[src/rtl/final_flush_controller.sv]
`timescale 1ns/1ps
// final_flush_controller
// Sequences the end-of-frame flush of the arithmetic encoder. A flush request
// captures the encoder's final cnt/low and presents them to the combinational
// final-bits generator. The generator's word-count flag and words are then
// sampled, and 0, 1 or 2 final words go out over a valid/ready handshake.
//
// Ports
//   clk, reset                  clock; synchronous active-high reset
//   in_flush_valid/_ready       flush request handshake (in_cnt/in_low valid)
//   in_cnt, in_low              final encoder state
//   gen_cnt, gen_low            registered state driven to the generator
//   gen_flag, gen_bit_1/_2      generator results (word count, words)
//   out_valid/_ready, out_word  final word stream, out_last marks last word
//   out_done                    one-cycle pulse when a flush completes
//   out_flag_err                one-cycle pulse when gen_flag==2'b11 was seen
module final_flush_controller #(
  parameter int unsigned OUTPUT_BITSTREAM_WIDTH = 16,
  parameter int unsigned D_SIZE                 = 5,
  parameter int unsigned LOW_WIDTH              = 24
) (
  input  logic                              clk,
  input  logic                              reset,
  input  logic                              in_flush_valid,
  output logic                              in_flush_ready,
  input  logic [D_SIZE-1:0]                 in_cnt,
  input  logic [LOW_WIDTH-1:0]              in_low,
  output logic [D_SIZE-1:0]                 gen_cnt,
  output logic [LOW_WIDTH-1:0]              gen_low,
  input  logic [1:0]                        gen_flag,
  input  logic [OUTPUT_BITSTREAM_WIDTH-1:0] gen_bit_1,
  input  logic [OUTPUT_BITSTREAM_WIDTH-1:0] gen_bit_2,
  output logic                              out_valid,
  input  logic                              out_ready,
  output logic [OUTPUT_BITSTREAM_WIDTH-1:0] out_word,
  output logic                              out_last,
  output logic                              out_done,
  output logic                              out_flag_err
);

  localparam int unsigned OW = OUTPUT_BITSTREAM_WIDTH;

  localparam logic [2:0] S_IDLE  = 3'd0;
  localparam logic [2:0] S_EVAL  = 3'd1;
  localparam logic [2:0] S_EMIT1 = 3'd2;
  localparam logic [2:0] S_EMIT2 = 3'd3;
  localparam logic [2:0] S_DONE  = 3'd4;

  logic [2:0]           state_q, state_d;
  logic [D_SIZE-1:0]    gen_cnt_q, gen_cnt_d;
  logic [LOW_WIDTH-1:0] gen_low_q, gen_low_d;
  logic [OW-1:0]        w2_q, w2_d;
  logic                 last_q, last_d;
  logic [OW-1:0]        out_word_q, out_word_d;
  logic                 out_valid_q, out_valid_d;
  logic                 out_last_q, out_last_d;
  logic                 out_done_q, out_done_d;
  logic                 flag_err_q, flag_err_d;
  logic                 ready_q, ready_d;

  // State register and registered outputs
  always_ff @(posedge clk) begin
    if (reset) begin
      state_q     <= S_IDLE;
      gen_cnt_q   <= '0;
      gen_low_q   <= '0;
      w2_q        <= '0;
      last_q      <= 1'b0;
      out_word_q  <= '0;
      out_valid_q <= 1'b0;
      out_last_q  <= 1'b0;
      out_done_q  <= 1'b0;
      flag_err_q  <= 1'b0;
      ready_q     <= 1'b1;
    end else begin
      state_q     <= state_d;
      gen_cnt_q   <= gen_cnt_d;
      gen_low_q   <= gen_low_d;
      w2_q        <= w2_d;
      last_q      <= last_d;
      out_word_q  <= out_word_d;
      out_valid_q <= out_valid_d;
      out_last_q  <= out_last_d;
      out_done_q  <= out_done_d;
      flag_err_q  <= flag_err_d;
      ready_q     <= ready_d;
    end
  end

  // Next-state and next-output logic
  always_comb begin
    state_d    = state_q;
    gen_cnt_d  = gen_cnt_q;
    gen_low_d  = gen_low_q;
    w2_d       = w2_q;
    last_d     = last_q;
    out_word_d = out_word_q;
    flag_err_d = 1'b0;

    case (state_q)
      S_IDLE: begin
        // ready_q is always high in IDLE, so valid alone accepts
        if (in_flush_valid) begin
          gen_cnt_d = in_cnt;
          gen_low_d = in_low;
          state_d   = S_EVAL;
        end
      end
      S_EVAL: begin
        // Generator has seen the captured cnt/low for a full cycle
        w2_d = gen_bit_2;
        case (gen_flag)
          2'b01: begin
            last_d     = 1'b1;
            out_word_d = gen_bit_1;
            state_d    = S_EMIT1;
          end
          2'b10: begin
            last_d     = 1'b0;
            out_word_d = gen_bit_1;
            state_d    = S_EMIT1;
          end
          2'b11: begin
            flag_err_d = 1'b1;
            state_d    = S_DONE;
          end
          default: state_d = S_DONE;
        endcase
      end
      S_EMIT1: begin
        if (out_ready) begin
          if (last_q) begin
            state_d = S_DONE;
          end else begin
            out_word_d = w2_q;
            state_d    = S_EMIT2;
          end
        end
      end
      S_EMIT2: begin
        if (out_ready) state_d = S_DONE;
      end
      S_DONE:  state_d = S_IDLE;
      default: state_d = S_IDLE;
    endcase

    // Outputs registered as a function of the state being entered
    out_valid_d = (state_d == S_EMIT1) || (state_d == S_EMIT2);
    out_last_d  = ((state_d == S_EMIT1) && last_d) || (state_d == S_EMIT2);
    out_done_d  = (state_d == S_DONE);
    ready_d     = (state_d == S_IDLE);
  end

  assign in_flush_ready = ready_q;
  assign gen_cnt        = gen_cnt_q;
  assign gen_low        = gen_low_q;
  assign out_valid      = out_valid_q;
  assign out_word       = out_word_q;
  assign out_last       = out_last_q;
  assign out_done       = out_done_q;
  assign out_flag_err   = flag_err_q;

endmodule

[config.mk]
export PLATFORM = sky130hd
export DESIGN_NAME = final_flush_controller
export DESIGN_NICKNAME = d
export VERILOG_FILES = /design/src/rtl/final_flush_controller.sv
export SDC_FILE = /design/constraint.sdc
export NUM_CORES = 1
export LEC_CHECK = 0
export CAP_MARGIN = 30
export CORE_MARGIN = 10
export CORE_UTILIZATION = 38
export CTS_CLUSTER_SIZE = 10
export DETAILED_ROUTE_END_ITERATION = 7
export PLACE_DENSITY = 0.83
export SLEW_MARGIN = 10
export SYNTH_ARGS = -nofsm -noshare
export SYNTH_HDL_FRONTEND = slang
export SYNTH_SLANG_ARGS = --single-unit
[constraint.sdc]
create_clock -name clk -period 1.9 [get_ports clk]
set_clock_uncertainty 0.15 [all_clocks]
set_input_delay 0.285 -clock clk [delete_from_list [all_inputs] [get_ports clk]]
set_output_delay 0.285 -clock clk [all_outputs]
set_load 0.03 [all_outputs]
* After elaboration in Yosys (flattened, before gate mapping)
Index checks and enable logic that the tools add are counted.
Word-level totals: logic and storage cells 47, bits in registers 70, output and inout bits 50
Cells by class: muxes and demuxes 13, bitwise logic cells 1, reductions and logical operators 10, eq/ne operators 12
Operators by type and width (count):
- 16-bit two-way mux | 3
- 16-bit one-hot mux with 2 select lines | 1
- 3-bit two-way mux | 5
- 3-bit by 2-bit == test with 1-bit output (second input constant) | 4
- 3-bit one-hot mux with 4 select lines | 1
- 3-bit logical NOT | 2
- 2-bit inequality test (second input constant) | 3
- 2-bit == test (second input constant) | 2
- 4-bit AND reduction | 1
- 2-bit OR reduction | 2
- 3-bit by 1-bit == test with 1-bit output (second input constant) | 1
- 3-bit == test (second input constant) | 1
- 2-bit by 1-bit == test with 1-bit output (second input constant) | 1
- 1-bit logical OR | 2
- 1-bit two-way mux | 2
- 1-bit one-hot mux with 2 select lines | 1
- 2-bit AND reduction | 1
- 2-bit nonzero test | 1
- 1-bit logical AND | 1
- 1-bit inverter | 1

* Logic depth before layout (Yosys ltp)
depth in word-level cells 7, depth in mapped cells 6

* Worst setup path before layout
OpenSTA, ideal clock, no wires.
path kind input to register, start input gen_flag[1], end register out_word_q[10], in the netlist out_word[10], arrival time 1.648 ns, stages 6, setup time 0.150 ns, slack -0.048 ns, cells stage by stage inv_1 > ha_1 > or3b_2 > a21oi_2 > buf_4 > a221oi_2
On the way: longest elaborated chain between the ends 4
RTL lines:
- from (decl) | line 30 | input logic [1:0] gen_flag,
- 2-bit == test or 2-bit by 1-bit == test with 1-bit output (tied branches) | line 112 | case (gen_flag)
- 2-bit OR reduction (no line) *
- 2-bit inequality test (no line) *
- 4-bit AND reduction (no line) *
- to (signal assigned) | line 81 | out_word_q <= out_word_d;
- to (decl) | line 54 | logic [OW-1:0] out_word_q, out_word_d;
Every way passes the cells marked *; elsewhere a longest branch is shown, timed or not. A chain may end at the register's enable or synchronous reset.

* Final worst setup path
start register out_word_q[14], in the netlist out_word[14], end output out_word[14]
RTL lines:
- to (decl) | line 35 | output logic [OUTPUT_BITSTREAM_WIDTH-1:0] out_word,
No word-level cell between the ends.

==> results.ini <==
[detailed_routing]
num_vias=2488
postRouteWirelength_um=8370
route.detailed.drc=0
wire_per_inst_um=16.0
dr.pass1.iters=4
drt_iter0_drc=81
drt.antenna.violating_nets=0
routed_via_density=4.77

[synth]
synthArstFlopShare=0
avgSynthCellArea_um2=9.56
ys_warn_count=0
yosys.area.top_type=dfxtp_1
yosysSeqAreaShare=0.498
syn_inst=294
synth.distinct_cells=32
synthFlopType=dfxtp_1
synth_seq_cells=70
synthesis.nets=363
synth_top_area_frac=0.498
synthTopCellsByArea=dfxtp_1 50%, mux2i_1 12%, nand2_1 8.0%
syn-cell-area_um2=2810
synth_edf_count=0

[global_routing]
grt_pass1_vias=2596
grt_max_degree=40
grt.total_usage=0.146
grt_remaining_overflow=0
antenna_found_initial=0
grt_pass1_wl_um=13500

[power]
p_comb_frac=0.275
switchingPower_mw=1.23
swShare=0.310
vdd_drop_max_uv=650
intPower_mw=2.74
p_leak_nw=1.64
powerDensity_nw_per_um2=896
p_seq_frac=0.422
p_clk_frac=0.302
power.total_mw=3.97

[worst_setup_path]
r2r_slack_ps=170
critPathLaunchType=flip-flop
slowest_stage=clkdlybuf4s50_1
cp_slowest_stage_delay_ps=690
path_cells=clkdlybuf4s50_1
cpLargestDelayFamily=buffers and inverters
crit_arrival_ps=1400
critPathCaptureType=output pin
setup.worst_path.class=flip-flop to output pin
cp_max_fo=2
cp_num_buf_inv=1
cp.required_ps=1460

[finish]
n_antenna_cell=0
final_nets=487
final_util=0.615
syn_to_final_growth_pct=57.7
mostFrequentLayoutCell=clkdlybuf4s50_1
final_cells=522
final_cell_mix=113 x clkdlybuf4s50_1, 69 x dfxtp_1, 60 x nand2_1
drive_above_1_share=0.142

[clock_network]
cts_max_level=3
ctsHoldBuffers=0
cts.clk_slew.worst_paths_ps=90
clockBufferDepth=2
insertion_delay_ps=340
cts_tree=yes
root_buffer=clkbuf_8
cts.sink_count=70
cts_buffers=9

[sta]
finalHoldViolCount=0
rsz0062_at_grt=false
max_slew_margin=0.679
slew_viol_final=0
setup_violations=0
timing.final.ws_setup_ps=65.3
fmax_mhz=545
fin_tns_setup_ps=0
final.period_utilization=0.966
worstMarginPinSlew_ps=482
fin_crit_ps=1830

[die]
rows=31
pin_count=117
die_x_um=106
die_h_um=106
die_area_um2=11200
start_util=0.390
coreArea_um2=7210

[place]
placedCellCount=502
gp_congestion=0.764
place_hpwl_um=6080
io_buffer_count=116
place_ws_ps=-446

[flow_run]
cap_violations=0

[run_status]
status=complete, no violations

[min_path]
hp-class=primary input to flip-flop

==> path summary, 6_finish.rpt <==
check                           cells after the start                   endpoint                 startpoint
worst max-delay path                                1               out_word[14]  out_word[14]$_SDFFE_PP0P_
worst min-delay path                                2  out_word[15]$_SDFFE_PP0P_                      reset
worst max register to register                      4  out_word[10]$_SDFFE_PP0P_      state_q[0]$_SDFF_PP0_
worst min register to register                      2   gen_low[14]$_SDFFE_PP0P_   gen_low[14]$_SDFFE_PP0P_
==> power groups by stage <==
stage | Combinational [mW] | Clock [mW] | Sequential, mW
2_1_floorplan | 0.415 | 0 | 1.89
3_3_place_gp | 1.04 | 0 | 1.71
3_5_place_dp | 1.06 | 0 | 1.71
4_1_cts | 1.10 | 1.22 | 1.68
5_1_grt | 1.17 | 1.29 | 1.69
6_report | 1.09 | 1.20 | 1.68
==> cells by family after synthesis <==
logic type | after synthesis | synth area share
AO/OA/AOI/OAI | 52 | 0.145
adder cells (fa/ha/maj) | 2 | 0.00890
buffers and inverters | 27 | 0.0534
flip-flops | 70 | 0.498
multiplexers | 34 | 0.121
AND/OR/NAND/NOR | 109 | 0.173
==> synthesized netlist by cell type (2+ instances only) <==
library cell,count
clkbuf_1,8
nor3_1,2
buf_4,4
buf_6,3
nor4b_1,2
o31ai_1,2
ha_1,2
inv_1,3
nor3b_1,2
a221oi_2,11
nor2_1,34
a221oi_1,5
a21oi_1,29
dfxtp_1,70
mux2i_1,33
nand2_1,60
buf_2,9
==> routing by layer <==
layer,up-vias,routed length (um),track usage,part of all wire
met3,7,509,0.0531,0.061
met1,1157,3510,0.164,0.42
li1,1261,-,-,-
met4,0,98,0.0474,0.012
met2,63,4250,0.252,0.51
met5,-,0,0,0
==> metrics by stage <==
step / area [um2] / hold slack (ps)
global route: 4430 / 98.2
finish: 4430 / 97.1
detailed placement: 4140 / 298
global placement: 4140 / 291
floorplan: 2820 / 227
CTS: 4420 / 84.9
==> repair_timing <==
action                     CTS  global route
pin swaps                    2             2
setup buffers                2             0
resized for setup            5             5
setup endpoints to repair   16            20
gates cloned                 2             0
==> cell type report <==
| type | instances | area [um2] |
|---|---|---|
| clock buffers | 9 | 124 |
| inverters | 3 | 11.3 |
| fillers | 622 | 2780 |
| clock inverters | 7 | 72.6 |
| repair buffers | 137 | 1390 |
| flip-flops and latches | 70 | 1400 |
| multi-input cells | 197 | 1310 |
| well taps | 99 | 124 |
==> sequential cells by signal (all words and copies together) (netlist names) <==
name            cells
gen_low            24
out_word           16
w2_q               16
gen_cnt             5
state_q             3
in_flush_ready      1
last_q              1
out_done            1
out_flag_err        1
out_last            1
out_valid           1
Note: power is estimated with default switching activity, not from simulation.
